===== src/rtl/inlet_pump_sequencer.sv =====
// Inlet valve / peristaltic pump load sequencer: IDLE -> OPEN -> PUMP -> CLOSE -> DONE.
// Define PUMP_REVERSE_EN to add the dir input that runs the pump phase table backwards.
module inlet_pump_sequencer #(
  parameter int unsigned PHASE_CYCLES  = 16,
  parameter int unsigned SETTLE_CYCLES = 8
) (
  input  logic       clk,
  input  logic       rst_n,
  input  logic       start,
  input  logic       abort,
  input  logic [2:0] inlet_sel,
  input  logic [7:0] stroke_count,
`ifdef PUMP_REVERSE_EN
  input  logic       dir,
`endif
  output logic [4:0] inlet_ctrl,
  output logic       prep_inlet_ctrl,
  output logic [2:0] pump,
  output logic       busy,
  output logic       done,
  output logic       error
);

  localparam int unsigned CNT_W      = 8;
  localparam int unsigned SEL_MAX    = 4;
  localparam logic [2:0]  LAST_PHASE = 3'd5;
  localparam logic [CNT_W-1:0] PHASE_LAST  = CNT_W'(PHASE_CYCLES - 1);
  localparam logic [CNT_W-1:0] SETTLE_LAST = CNT_W'(SETTLE_CYCLES - 1);

  typedef enum logic [2:0] {
    S_IDLE  = 3'd0,
    S_OPEN  = 3'd1,
    S_PUMP  = 3'd2,
    S_CLOSE = 3'd3,
    S_DONE  = 3'd4
  } state_t;

  state_t           r_state, w_state_nxt;
  logic [CNT_W-1:0] r_cnt, w_cnt_nxt;
  logic [2:0]       r_phase, w_phase_nxt;
  logic [7:0]       r_stroke, w_stroke_nxt;
  logic [2:0]       r_sel, w_sel_nxt;
  logic [7:0]       r_count, w_count_nxt;
  logic             r_dir, w_dir_nxt;
  logic [7:0]       w_stroke_inc;
  logic [2:0]       w_pump_idx;

  logic [4:0] r_inlet_ctrl, w_inlet_nxt;
  logic       r_prep, w_prep_nxt;
  logic [2:0] r_pump, w_pump_nxt;
  logic       r_busy, w_busy_nxt;
  logic       r_done, w_done_nxt;
  logic       r_error, w_error_nxt;

  assign w_stroke_inc = r_stroke + 8'd1;

  // Peristaltic phase table, bit0 = pump1, 1 = closed.
  function automatic logic [2:0] phase_pattern(input logic [2:0] idx);
    case (idx)
      3'd0:    phase_pattern = 3'b101;
      3'd1:    phase_pattern = 3'b100;
      3'd2:    phase_pattern = 3'b110;
      3'd3:    phase_pattern = 3'b010;
      3'd4:    phase_pattern = 3'b011;
      3'd5:    phase_pattern = 3'b001;
      default: phase_pattern = 3'b111;
    endcase
  endfunction

  // Next-state and next-output logic; outputs are computed from the next state so they register cleanly.
  always_comb begin
    w_state_nxt  = r_state;
    w_cnt_nxt    = r_cnt;
    w_phase_nxt  = r_phase;
    w_stroke_nxt = r_stroke;
    w_sel_nxt    = r_sel;
    w_count_nxt  = r_count;
    w_dir_nxt    = r_dir;
    w_error_nxt  = 1'b0;

    case (r_state)
      S_IDLE: begin
        if (start) begin
          if (32'(inlet_sel) <= SEL_MAX) begin
            w_state_nxt  = S_OPEN;
            w_sel_nxt    = inlet_sel;
            w_count_nxt  = stroke_count;
`ifdef PUMP_REVERSE_EN
            w_dir_nxt    = dir;
`else
            w_dir_nxt    = 1'b0;
`endif
            w_cnt_nxt    = '0;
            w_phase_nxt  = '0;
            w_stroke_nxt = '0;
          end else begin
            w_error_nxt = 1'b1;
          end
        end
      end
      S_OPEN: begin
        if (abort) begin
          w_state_nxt = S_CLOSE;
          w_cnt_nxt   = '0;
        end else if (r_cnt == SETTLE_LAST) begin
          w_state_nxt = (r_count == 8'd0) ? S_CLOSE : S_PUMP;
          w_cnt_nxt   = '0;
          w_phase_nxt = '0;
        end else begin
          w_cnt_nxt = r_cnt + CNT_W'(1);
        end
      end
      S_PUMP: begin
        if (abort) begin
          w_state_nxt = S_CLOSE;
          w_cnt_nxt   = '0;
        end else if (r_cnt == PHASE_LAST) begin
          w_cnt_nxt = '0;
          if (r_phase == LAST_PHASE) begin
            w_phase_nxt  = '0;
            w_stroke_nxt = w_stroke_inc;
            if (w_stroke_inc == r_count) begin
              w_state_nxt = S_CLOSE;
            end
          end else begin
            w_phase_nxt = r_phase + 3'd1;
          end
        end else begin
          w_cnt_nxt = r_cnt + CNT_W'(1);
        end
      end
      S_CLOSE: begin
        if (r_cnt == SETTLE_LAST) begin
          w_state_nxt = S_DONE;
          w_cnt_nxt   = '0;
        end else begin
          w_cnt_nxt = r_cnt + CNT_W'(1);
        end
      end
      S_DONE:  w_state_nxt = S_IDLE;
      default: w_state_nxt = S_IDLE;
    endcase

    w_pump_idx  = w_dir_nxt ? (LAST_PHASE - w_phase_nxt) : w_phase_nxt;
    w_inlet_nxt = 5'b11111;
    w_prep_nxt  = 1'b1;
    w_pump_nxt  = 3'b111;
    w_busy_nxt  = (w_state_nxt != S_IDLE);
    w_done_nxt  = (w_state_nxt == S_DONE);

    case (w_state_nxt)
      S_OPEN: begin
        w_inlet_nxt = ~(5'd1 << w_sel_nxt);
        w_prep_nxt  = 1'b0;
      end
      S_PUMP: begin
        w_inlet_nxt = ~(5'd1 << w_sel_nxt);
        w_prep_nxt  = 1'b0;
        w_pump_nxt  = phase_pattern(w_pump_idx);
      end
      S_CLOSE: w_prep_nxt = 1'b0;
      default: ;
    endcase
  end

  // State, counters, captured fields and registered outputs; reset closes every valve at once.
  always_ff @(posedge clk or negedge rst_n) begin
    if (!rst_n) begin
      r_state      <= S_IDLE;
      r_cnt        <= '0;
      r_phase      <= '0;
      r_stroke     <= '0;
      r_sel        <= '0;
      r_count      <= '0;
      r_dir        <= 1'b0;
      r_inlet_ctrl <= 5'b11111;
      r_prep       <= 1'b1;
      r_pump       <= 3'b111;
      r_busy       <= 1'b0;
      r_done       <= 1'b0;
      r_error      <= 1'b0;
    end else begin
      r_state      <= w_state_nxt;
      r_cnt        <= w_cnt_nxt;
      r_phase      <= w_phase_nxt;
      r_stroke     <= w_stroke_nxt;
      r_sel        <= w_sel_nxt;
      r_count      <= w_count_nxt;
      r_dir        <= w_dir_nxt;
      r_inlet_ctrl <= w_inlet_nxt;
      r_prep       <= w_prep_nxt;
      r_pump       <= w_pump_nxt;
      r_busy       <= w_busy_nxt;
      r_done       <= w_done_nxt;
      r_error      <= w_error_nxt;
    end
  end

  assign inlet_ctrl      = r_inlet_ctrl;
  assign prep_inlet_ctrl = r_prep;
  assign pump            = r_pump;
  assign busy            = r_busy;
  assign done            = r_done;
  assign error           = r_error;

endmodule


===== config.mk =====
export PLATFORM = sky130hd
export DESIGN_NAME = inlet_pump_sequencer
export DESIGN_NICKNAME = d
export VERILOG_FILES = /design/src/rtl/inlet_pump_sequencer.sv
export SDC_FILE = /design/constraint.sdc
export NUM_CORES = 1
export LEC_CHECK = 0
export CAP_MARGIN = 20
export CORE_MARGIN = 4
export CORE_UTILIZATION = 61
export CTS_CLUSTER_SIZE = 10
export DETAILED_ROUTE_END_ITERATION = 12
export HOLD_SLACK_MARGIN = 0.05
export PLACE_DENSITY = 0.84
export SYNTH_ARGS = -nofsm -noshare
export SYNTH_HDL_FRONTEND = slang
export SYNTH_SLANG_ARGS = --single-unit

===== constraint.sdc =====
create_clock -name clk -period 6.05 [get_ports clk]
set_input_delay 1.21 -clock clk [delete_from_list [all_inputs] [get_ports clk]]
set_output_delay 1.21 -clock clk [all_outputs]
set_load 0.01 [all_outputs]

# ---- Word level (Yosys, flattened, before mapping)
# Index checks and enable logic that the tools add are counted.
dict set report op_classes {
  add_sub_neg 4
  n_mul 0
  div_mod_pow 0
  magnitude_cmp 1
  eq_ne 21
  shift 1
  mux 44
  bitwise 1
  n_reduce_logical 11
}
# cell n
set op_table {}
lappend op_table {{8-bit two-way mux} 9}
lappend op_table {{3-bit two-way mux} 21}
lappend op_table {{8-bit case mux with 4 select lines} 1}
lappend op_table {{3-bit by 2-bit equality test with 1-bit output (second input constant)} 6}
lappend op_table {{3-bit case mux with 6 select lines} 1}
lappend op_table {{8-bit by 1-bit adder with 8-bit output (second input constant)} 2}
lappend op_table {{8-bit case mux with 2 select lines} 1}
lappend op_table {{3-bit equality test (second input constant)} 4}
lappend op_table {{3-bit case mux with 4 select lines} 1}
lappend op_table {{2-bit inequality test (second input constant)} 5}
lappend op_table {{3-bit by 1-bit equality test with 1-bit output (second input constant)} 3}
lappend op_table {{3-bit case mux with 3 select lines} 1}
lappend op_table {{8-bit by 3-bit equality test with 1-bit output (second input constant)} 1}
lappend op_table {{8-bit by 4-bit equality test with 1-bit output (second input constant)} 1}
lappend op_table {{8-bit equality test} 1}
lappend op_table {{8-bit zero test} 1}
lappend op_table {{1-bit two-way mux} 8}
lappend op_table {{3-bit zero test} 2}
lappend op_table {{3-bit AND reduction} 2}
lappend op_table {{6-bit AND reduction} 1}
lappend op_table {{5-bit two-way mux} 1}
lappend op_table {{5-bit inverter} 1}
lappend op_table {{1-bit by 3-bit << shifter with 5-bit output (first input constant)} 1}
lappend op_table {{4-bit nonzero test} 1}
lappend op_table {{other kinds (7)} 7}
dict set report totals {
  reg_bits 46
  latch_bits 0
  ramBits 0
  mem_bits_ro 0
  input_bits 15
  output_inout_bits 12
  word_cells 96
  n_memories 0
}

# ---- Depth between registers and ports, before layout
# Gate-level depths: netlist of the first run.
dict set report depth {
  ltp_word 10
  ltp_mapped 8
  mapped_depth_nobuf 8
}

# ---- Worst setup path before layout of the first run
# Ideal clock, no wire load.
dict set report synth_timing {
  kind {in2reg}
  from {input port start}
  to {register r_inlet_ctrl[4], in the netlist inlet_ctrl[4]}
  t_arrival_ns 2.704
  required_time_ns 5.965
  path_slack_ns 3.261
  cell_stages 7
  n_path_buf 2
  path_cell_list {or4b_1 nor2b_1 clkbuf_1 a221oi_4 and3_1 buf_2 o2111ai_1}
}
dict set report synth_between {
  elab_chain_len 5
  elab_cells_between_ends 10
}
# item line
set synth_lines {}
lappend synth_lines {{from (decl)} 9} ;# input logic start,
lappend synth_lines {{3-bit two-way mux} 83} ;# if (start) begin
lappend synth_lines {{3-bit case mux with 4 select lines / 3-bit two-way mux (equally long branches)} 81} ;# case (r_state)
lappend synth_lines {{3-bit by 2-bit equality test with 1-bit output, or another cell as far along} 151} ;# case (w_state_nxt)
lappend synth_lines {{2-bit OR reduction (no source line) / 5-bit inverter (equally long branches)} -}
lappend synth_lines {{5-bit two-way mux (*)} -}
lappend synth_lines {{named net w_inlet_nxt[4]} 48} ;# logic [4:0] r_inlet_ctrl, w_inlet_nxt;
lappend synth_lines {{to (signal assigned)} 190} ;# r_inlet_ctrl <= w_inlet_nxt;
lappend synth_lines {{to (decl)} 48}
# The timed path passes the listed nets; every way through them passes the cells marked *.
# A chain may end at the register's enable or synchronous reset.

# ---- Worst setup path after layout of the first run
dict set report layout_timing {
  from {input port start}
  to {register r_pump[2], in the netlist pump[2]}
}
dict set report layout_between {
  elab_cells_between_ends 17
}
# item line
set layout_rtl {}
lappend layout_rtl {{1-bit two-way mux (*)} 83}
lappend layout_rtl {{1-bit two-way mux (*)} 81}
lappend layout_rtl {{named net w_dir_nxt} 44} ;# logic r_dir, w_dir_nxt;
lappend layout_rtl {{3-bit two-way mux (*)} 144} ;# w_pump_idx = w_dir_nxt ? (LAST_PHASE - w_phase_nxt) : w_phase_nxt;
lappend layout_rtl {{3-bit equality test, or another cell as far along} 59} ;# case (idx)
lappend layout_rtl {{3-bit case mux with 6 select lines (*)} 59}
lappend layout_rtl {{3-bit two-way mux (*)} 151}
lappend layout_rtl {{named net w_pump_nxt[2]} 50} ;# logic [2:0] r_pump, w_pump_nxt;
lappend layout_rtl {{to (signal assigned)} 192} ;# r_pump <= w_pump_nxt;
lappend layout_rtl {{to (decl)} 50}
# Marked as above.

==> metrics.txt, run 1 <==
status=finished clean; power per cell area=362 mW/mm^2; FF+latch count, synth=46; design area=0.00295 mm^2; pre-CTS setup slack=2440 ps; Remaining Overflow, GRT=0; Setup Viol. Count Final=0; adder-cell area share of the yosys netlist=0.989%; hold-fix buffers at CTS=0; hold path startpoint=r_cnt[0]; WHS=514 ps; final worst-path setup slack=~2700 ps; sequential power share=42.5%; Seq/Total Area, Yosys=45.9%; Post-Syn Nets=291; Max Cap Viol=0; Slowest cell on crit path=or4b_1; CTS tree=built; Setup TNS Final=0 ps; slack of the worst reg-to-reg path=roughly 3300 ps; part of the power in the clock network=26.4%; max-slew violation count=0; Min-Delay Endpoint=r_cnt[0]; slew margin rel.=52.7%; Post-synth ARST share=100%; Row Count=23; CP max FO=14; Worst path max stage delay=510 ps; first-pass GRT wire length=9.24 mm; cell taking the most area after synthesis=dfrtp_1; Tcrit/Tclk final=55.7%; 1st-iter DRT viols=167; Finished Layout Cells=345; Die Area=0.00524 mm^2; RD Place Congestion=0.824; Top delay family on crit path=simple AND/OR/NAND/NOR gates; DR DRC count=0; worst vdd ir=between 0.2 and 0.3 mV; placed cells=336; Buf+Inv Stages, Crit Path=2; Post-CTS Resized=0; Post-Synth Simple-Gate Area=23.9%; Crit Path Category=in2reg; die height=72.4 um; largest family of logic cells by synthesized area=simple AND/OR/NAND/NOR gates; Core Util, Final=73.7%; routed len/inst=~16 um; number of global-route vias before repair=2,001; internal power=0.707 mW; post-synth top area share=36.6%; worst reg2reg path endpoint=inlet_ctrl[4]; R2R depth=6; RSZ-0062 raised after global routing=false; first drt pass iteration count=4; Net Switching=0.361 mW; # nets final=~310; Netlist cell types=54; clk sink count=46; CTS clock-pin slew for the worst setup and hold paths=80 ps; Power Total=1.07 mW; dpl hpwl=3.88 mm; layout cells sized above 1=9.83%; synth warn=0; Worst Setup End Kind=flop; Layout Area Growth over Synthesis=16.5%; Skew-Pair Late Insertion Delay=300 ps; post-synthesis mux area share=1.58%; Top FF cell, synth=dfrtp_1; fmax=297 MHz; Crit Reg-Reg Startpoint=r_state[1]; cells along the critical path=clkdlybuf4s50_1 > or4b_1 > nand2b_1 > nand2_1 > inv_1 > nor3_1 > nor3b_1 > o31ai_1; min-delay worst type=reg2reg; Ant. Diodes=0; Overall Global Routing Usage=22.4%; DP Area=0.00279 mm^2; Synth Instances=274; port bufs=26; combinational power share=31.2%; Die W=72.4 um; CP startpoint kind=input port; Synth Area per Inst=9.24 um^2; synth top area cells=dfrtp_1 (37%), dfstp_2 (9.3%), nand2_1 (5.5%); CP Data Required Time=6250 ps; routed vias=2,092; XOR/XNOR share of the synthesized area=under 10%; H-tree Lvls=2; starting density of the core=63.3%; crit path time final=~3400 ps; compound-gate portion of the synthesized area=19.1%; Post-synth EDFFs=0; final hold vios=0; num ports=27; Post-CTS Setup Bufs=0; vias per cell=6.06; final wirelength=5.47 mm; sw frac=between 30% and 40%; Routed Antenna Nets=0; WHS Path Cells=1; CTS root buffer=clkbuf_8; Leak=1.29 nW; CTS Buf Count=5; Placeable Area=0.00400 mm^2; WP data arrival=3570 ps; initial antenna violation count=0; Slew @ Worst Pin=709 ps; Clock Skew=9.62 ps; largest net degree at the start of global routing=47; cell area after synthesis=0.00253 mm^2; CTS Buffer Depth=2
[layout by cell type (no fill, tap or decap), drive strengths merged, types with 6 or more instances in the layout]
cell           Yosys  final
dfrtp             37     37
dfstp              9      9
clkbuf             9      6
nor3               8      8
nand2             37     37
and3               6      6
clkdlybuf4s50      0     25
o21ai             27     27
nor3b              7      7
xnor2              6      6
inv               17     17
nor4               6      6
nand3              8      8
nor2              16     16
nand4              7      7
a21oi              7      7
[sequential cells by signal (all words and copies together), names as in the netlist]
signal and count:
busy 1, done 1, error 1, inlet_ctrl 5, prep_inlet_ctrl 1, pump 3
r_cnt 8, r_count 8, r_dir 1, r_phase 3, r_sel 3, r_state 3
r_stroke 8
[synth_stat cells, types with 4 or more instances]
cell and number:
xnor2_1 6, nand2_1 37, dfrtp_1 37, mux2i_1 4, dfstp_2 9, clkbuf_1 9, o21ai_0 13, o21ai_1 14
nor2b_1 5, inv_1 17, nor3b_1 6, nor4_1 6, nor3_1 7, xor2_1 4, nand3_1 8, nor2_1 16
and2_1 5, a21oi_1 7, and3_1 6, nand4_1 7
[how the worst max path moves through the flow]
stage / endpoint / from / depth (start not counted)
floorplan: inlet_ctrl[4] / start / 7
global placement: inlet_ctrl[4] / start / 6
detailed placement: pump[2] / start / 8
CTS: pump[2] / start / 8
global route: pump[2] / start / 8
finish: pump[2] / start / 8
[routing by layer]
layer  up-vias  routed length [um]  GRT usage (%)
met5         -                   0              0
met4         0                  76           7.99
met3         9                 298           3.88
met2        71                2710           36.1
met1       991                2380           30.6
li1       1021                   -              -
[worst reg2reg max path, cell delays in order, from the launching register on]
cell	delay, ps
dfrtp_1	690
nor3b_2	460
nand3_1	200
a211oi_1	250
o2111ai_1	390
and3_1	430
o2111ai_1	270
[final cells by class]
class	instances	area [um^2]
flip-flops and latches	46	1160
inverters	17	63.8
fillers	304	1050
well taps	50	62.6
multi-input cells	197	1240
clock inverters	2	60.1
clock buffers	6	82.6
repair buffers	27	275
[power groups by stage]
stage | logic (mW) | clock network, mW | registers (mW)
CTS | 0.335 | 0.286 | 0.453
finish | 0.333 | 0.281 | 0.453
global placement | 0.321 | 0 | 0.456
global route | 0.380 | 0.297 | 0.461
floorplan | 0.269 | 0 | 0.432
detailed placement | 0.332 | 0 | 0.458
[kinds of logic after synthesis]
logic type,Yosys count
flip-flops,46
XOR/XNOR,10
AO/OA/AOI/OAI,65
AND/OR/NAND/NOR,116
buffers and inverters,31
adder cells (fa/ha/maj),2
multiplexers,4
Note: power is estimated with default switching activity, not from simulation.
==> run 2: changes to the inputs <==
--- a/config.mk
+++ b/config.mk
@@ -7,11 +7,11 @@
 export LEC_CHECK = 0
 export CAP_MARGIN = 20
 export CORE_MARGIN = 4
-export CORE_UTILIZATION = 61
+export CORE_UTILIZATION = 56
 export CTS_CLUSTER_SIZE = 10
 export DETAILED_ROUTE_END_ITERATION = 12
 export HOLD_SLACK_MARGIN = 0.05
-export PLACE_DENSITY = 0.84
+export PLACE_DENSITY = 0.78
 export SYNTH_ARGS = -nofsm -noshare
 export SYNTH_HDL_FRONTEND = slang
 export SYNTH_SLANG_ARGS = --single-unit
==> constraint.sdc (replaced) <==
create_clock -name clk -period 3.51 [get_ports clk]
set_input_delay 0.702 -clock clk [delete_from_list [all_inputs] [get_ports clk]]
set_output_delay 0.702 -clock clk [all_outputs]
set_load 0.01 [all_outputs]
==> run 2 against run 1 <==
Register-to-register slack got worse by 2600 ps. Utilization shrank 5.8 points. First-iteration DRC count is 25% lower. Via count increased by 0.76%.
==> metrics.txt, run 2 (synthesized netlist as in run 1, its figures left out) <==
status=finished clean; Die Area=0.00566 mm^2; R2R depth=7; die height=75.2 um; Overall Global Routing Usage=20.0%; min-delay worst type=in2async; CP max FO=7; Placeable Area=0.00435 mm^2; layout cells sized above 1=10.7%; Core Util, Final=67.9%; num ports=27; Row Count=24; Tcrit/Tclk final=79.5%; Worst path max stage delay=540 ps; port bufs=26; WP data arrival=around 3000 ps; combinational power share=33.9%; fmax=359 MHz; largest net degree at the start of global routing=47; CTS Buf Count=5; WHS=~380 ps; Clock Skew=around 7.1 ps; most frequent cells in the layout=nand2_1 (37), dfrtp_1 (37), clkdlybuf4s50_1 (25), inv_1 (17), nor2_1 (16); Setup TNS Final=0 ps; power per cell area=590 mW/mm^2; CTS tree=built; Worst Setup End Kind=flop; CTS clock-pin slew for the worst setup and hold paths=80 ps; CP Data Required Time=between 3000 and 4000 ps; Remaining Overflow, GRT=0; sw frac=34.9%; initial antenna violation count=0; number of global-route vias before repair=just under 2,000; DP Area=0.00282 mm^2; placed cells=342; Post-CTS Resized=0; CP startpoint kind=flop; final wirelength=just over 5 mm; part of the power in the clock network=22.3%; Leak=1.29 nW; Crit Path Category=reg2reg; Setup Viol. Count Final=0; slew margin rel.=50.0%; Ant. Diodes=0; sequential power share=a little over two fifths; starting density of the core=58.1%; vias per cell=6.01; # nets final=315; Post-CTS Setup Bufs=0; 1st-iter DRT viols=125; Layout Area Growth over Synthesis=16.8%; cells along the critical path=ha_1 > nand4_1 > or3_1 > a211oi_1 > o2111ai_1 > a21oi_1 > o2111ai_1; routed vias=between 2,000 and 2,500; routed len/inst=14.8 um; H-tree Lvls=2; first-pass GRT wire length=8.67 mm; Finished Layout Cells=351; worst vdd ir=around 0.35 mV; CTS Buffer Depth=2; Slew @ Worst Pin=750 ps; hold-fix buffers at CTS=0; Crit Reg-Reg Startpoint=r_stroke[0]; max-slew violation count=0; design area=0.00296 mm^2; DR DRC count=0; CTS root buffer=clkbuf_8; worst reg2reg path endpoint=inlet_ctrl[4]; clk sink count=46; Slowest cell on crit path=a21oi_1; Max Cap Viol=0; CP most frequent cell=o2111ai_1; Die W=75.2 um; final hold vios=0; Net Switching=0.609 mW; internal power=1.14 mW; Routed Antenna Nets=0; crit path time final=around 2800 ps; RD Place Congestion=0.876; RSZ-0062 raised after global routing=false; first drt pass iteration count=4; dpl hpwl=3.83 mm; Skew-Pair Late Insertion Delay=300 ps; slack of the worst reg-to-reg path=between 700 and 800 ps; Top Registers=r_cnt x8, r_count x8, r_stroke x8
-- run 2: cell count changes in the layout (fill, tap and decap cells not counted) --
| cell | delta |
|---|---|
| clkbuf_8 | -1 |
| buf_12 | -1 |
| bufinv_16 | -1 |
| clkbuf_1 | +1 |
| clkinvlp_4 | +1 |
| buf_16 | +1 |
| buf_4 | +4 |
-- run 2: worst max-delay path: cells and delay by family (launching register included) --
kind	cells	cell delay [ps]
AO/OA/AOI/OAI	4	1380
AND/OR/NAND/NOR	2	550
flip-flops	1	440
adder cells (fa/ha/maj)	1	330
-- run 2: routing by layer --
layer / vias up / GRT usage (%) / part of all wire, %
li1: 1033 / - / -
met1: 1009 / 26.2 / 45
met2: 57 / 32.9 / 48
met3: 9 / 4.41 / 5.8
met4: 0 / 6.80 / 1.9
met5: - / 0 / 0
-- run 2: final cells by class --
cell class,instances,area (um^2)
clock buffers,6,72.6
clock inverters,2,37.5
fillers,373,1400
inverters,17,63.8
flip-flops and latches,46,1160
multi-input cells,197,1240
repair buffers,31,313
well taps,52,65.1
-- run 2: worst max-delay path by stage --
stage / from / endpoint / slack, ps / depth (start not counted)
after floorplan: r_cnt[4] / pump[1] / 1190 / 7
final: r_stroke[0] / inlet_ctrl[4] / 720 / 7
after global routing: r_stroke[0] / inlet_ctrl[3] / 540 / 7
after detailed placement: start / pump[2] / 580 / 8
after CTS: r_stroke[0] / inlet_ctrl[4] / 770 / 7
after global placement: start / pump[2] / 660 / 8
-- run 2: per-stage QoR --
step	setup slack, ps	power [mW]
after CTS	770	1.75
final	721	1.74
after global routing	536	1.86
after floorplan	1190	1.21
after global placement	656	1.34
after detailed placement	576	1.37
-- run 2: power groups by stage --
stage / clock [mW] / sequential, mW / combinational [mW]
final: 0.390 / 0.763 / 0.592
after global routing: 0.415 / 0.778 / 0.671
after floorplan: 0 / 0.745 / 0.463
after detailed placement: 0 / 0.773 / 0.592
after global placement: 0 / 0.770 / 0.574
after CTS: 0.394 / 0.762 / 0.595
==> run 3: changes to the inputs <==
==> constraint.sdc (replaced) <==
create_clock -name clk -period 2.69 [get_ports clk]
set_input_delay 0.538 -clock clk [delete_from_list [all_inputs] [get_ports clk]]
set_output_delay 0.538 -clock clk [all_outputs]
set_load 0.01 [all_outputs]
==> run 3 against run 2 <==
Global-route usage up 1.5 points. First-iteration DRC count up 12%. Count of clock-buffer cells in the layout unchanged. Register-to-register slack worse by 480 ps. Worst hold slack worse by 3.7 ps. Cell area up 2.2%. Clock skew about the same. Die area unchanged. Utilization up 1.5 points. Maximum frequency up 14%. Combinational power up 46%. Largest cell class unchanged.
==> metrics.txt, run 3 (synthesized netlist as in run 1, its figures left out) <==
hold-fix buffers at CTS=0; layout cells sized above 1=15.0%; sequential power share=43.4%; R2R depth=6; worst vdd ir=0.577 mV; CP max FO=8; RD Place Congestion=about 0.89; first drt pass iteration count=4; Setup Viol. Count Final=0; die height=roughly 75 um; RSZ-0062 raised after global routing=false; slew margin rel.=37.4%; Net Switching=0.804 mW; CP Capture Point=inlet_ctrl[4]; Core Util, Final=69.4%; Overall Global Routing Usage=a little over a fifth; number of global-route vias before repair=about 2,100; vias per cell=5.81; # nets final=330; Slew @ Worst Pin=939 ps; FF/Latch Area=0.00116 mm^2; CP startpoint kind=flop; Crit Reg-Reg Startpoint=r_cnt[4]; routed vias=2,126; cells along the critical path=or4_4 > nor3_2 > o21ai_1 > a221oi_4 > and3_1 > o2111ai_1; Worst Setup End Kind=flop; status=finished clean; Skew-Pair Late Insertion Delay=290 ps; Top Registers=r_cnt x8, r_count x8, r_stroke x8; Post-CTS Resized=0; routed len/inst=roughly 15 um; part of the power in the clock network=17.9%; first-pass GRT wire length=9.34 mm; most frequent cells in the layout=nand2_1 (37), dfrtp_1 (37), clkdlybuf4s50_1 (25), buf_4 (20), inv_1 (17); worst reg2reg path endpoint=inlet_ctrl[4]; clk sink count=46; Row Count=24; fmax=408 MHz; Max Cap Viol=0; initial antenna violation count=0; Layout Area Growth over Synthesis=19.3%; Slowest cell on crit path=or4_4; CTS root buffer=clkbuf_8; largest net degree at the start of global routing=45; port bufs=26; DR DRC count=0; Die Area=0.00566 mm^2; CTS clock-pin slew for the worst setup and hold paths=80 ps; area of the multi-input gates=0.00124 mm^2; slack of the worst reg-to-reg path=~240 ps; dpl hpwl=between 3 and 4 mm; CTS tree=built; crit path time final=~2500 ps; Die W=75.2 um; num ports=27; Fill cells=368; Ant. Diodes=0; Leak=1.35 nW; CTS Buffer Depth=2; Placeable Area=0.00435 mm^2; internal power=1.43 mW; H-tree Lvls=2; sw frac=35.9%; Tcrit/Tclk final=between 90% and 100%; crit path from=r_cnt[4]; max-slew violation count=0; Remaining Overflow, GRT=0; min-delay worst type=in2async; starting density of the core=a little under 60%; Worst path max stage delay=620 ps; Setup TNS Final=0 ps; final wirelength=5.40 mm; 1st-iter DRT viols=140; Clock Skew=around 7.2 ps; final hold vios=0; power per cell area=741 mW/mm^2; WP data arrival=approximately 2700 ps; Post-CTS Setup Bufs=0; CTS Buf Count=5; CP Data Required Time=2890 ps; Crit Path Category=reg2reg; Routed Antenna Nets=0; combinational power share=38.7%
[run 3: worst min path at each step]
stage	end	slack, ps
floorplan	busy	240
finish	r_count[2]	380
global placement	r_cnt[0]	490
global route	r_count[2]	460
detailed placement	r_cnt[0]	500
CTS	r_count[0]	410
[run 3: final cells by class]
type / instances / share of cell area, %
Inverter: 17 / 2.11
Timing Repair Buffer: 46 / 13.4
Clock buffer: 6 / 2.40
Tap cell: 52 / 2.15
Multi-Input combinational cell: 197 / 41.1
Clock inverter: 2 / 0.331
Sequential cell: 46 / 38.5
[run 3: worst max-delay path, delay by kind of cell, from the launching register on]
family	cells	cell delay, ps
simple gates	3	1220
compound gates	3	700
flops	1	450
[run 3: power groups by stage]
stage | clock network, mW | registers [mW] | logic [mW]
4_1_cts | 0.416 | 0.972 | 0.869
3_5_place_dp | 0 | 0.986 | 0.867
5_1_grt | 0.439 | 0.992 | 0.984
2_1_floorplan | 0 | 0.972 | 0.604
3_3_place_gp | 0 | 0.979 | 0.846
6_report | 0.400 | 0.972 | 0.867
[run 3: routing by layer]
| metal | GRT usage, % | share of wire [%] |
|---|---|---|
| met1 | 28.4 | 46 |
| met2 | 36.2 | 50 |
| met3 | 4.01 | 4.1 |
| met4 | 6.02 | 0.41 |
| met5 | 0 | 0 |
[run 3: per-stage QoR]
| stage | hold slack [ps] | power (mW) | cells | worst slack, ps | cell area [um^2] |
|---|---|---|---|---|---|
| after global routing | 459 | 2.42 | 366 | 65.3 | 3020 |
| after detailed placement | 501 | 1.85 | 358 | 34.3 | 2940 |
| final | 380 | 2.24 | 366 | 237 | 3020 |
| after CTS | 412 | 2.26 | 366 | 242 | 3020 |
| after global placement | 490 | 1.82 | 358 | 34.7 | 2940 |
| after floorplan | 242 | 1.58 | 274 | 375 | 2530 |
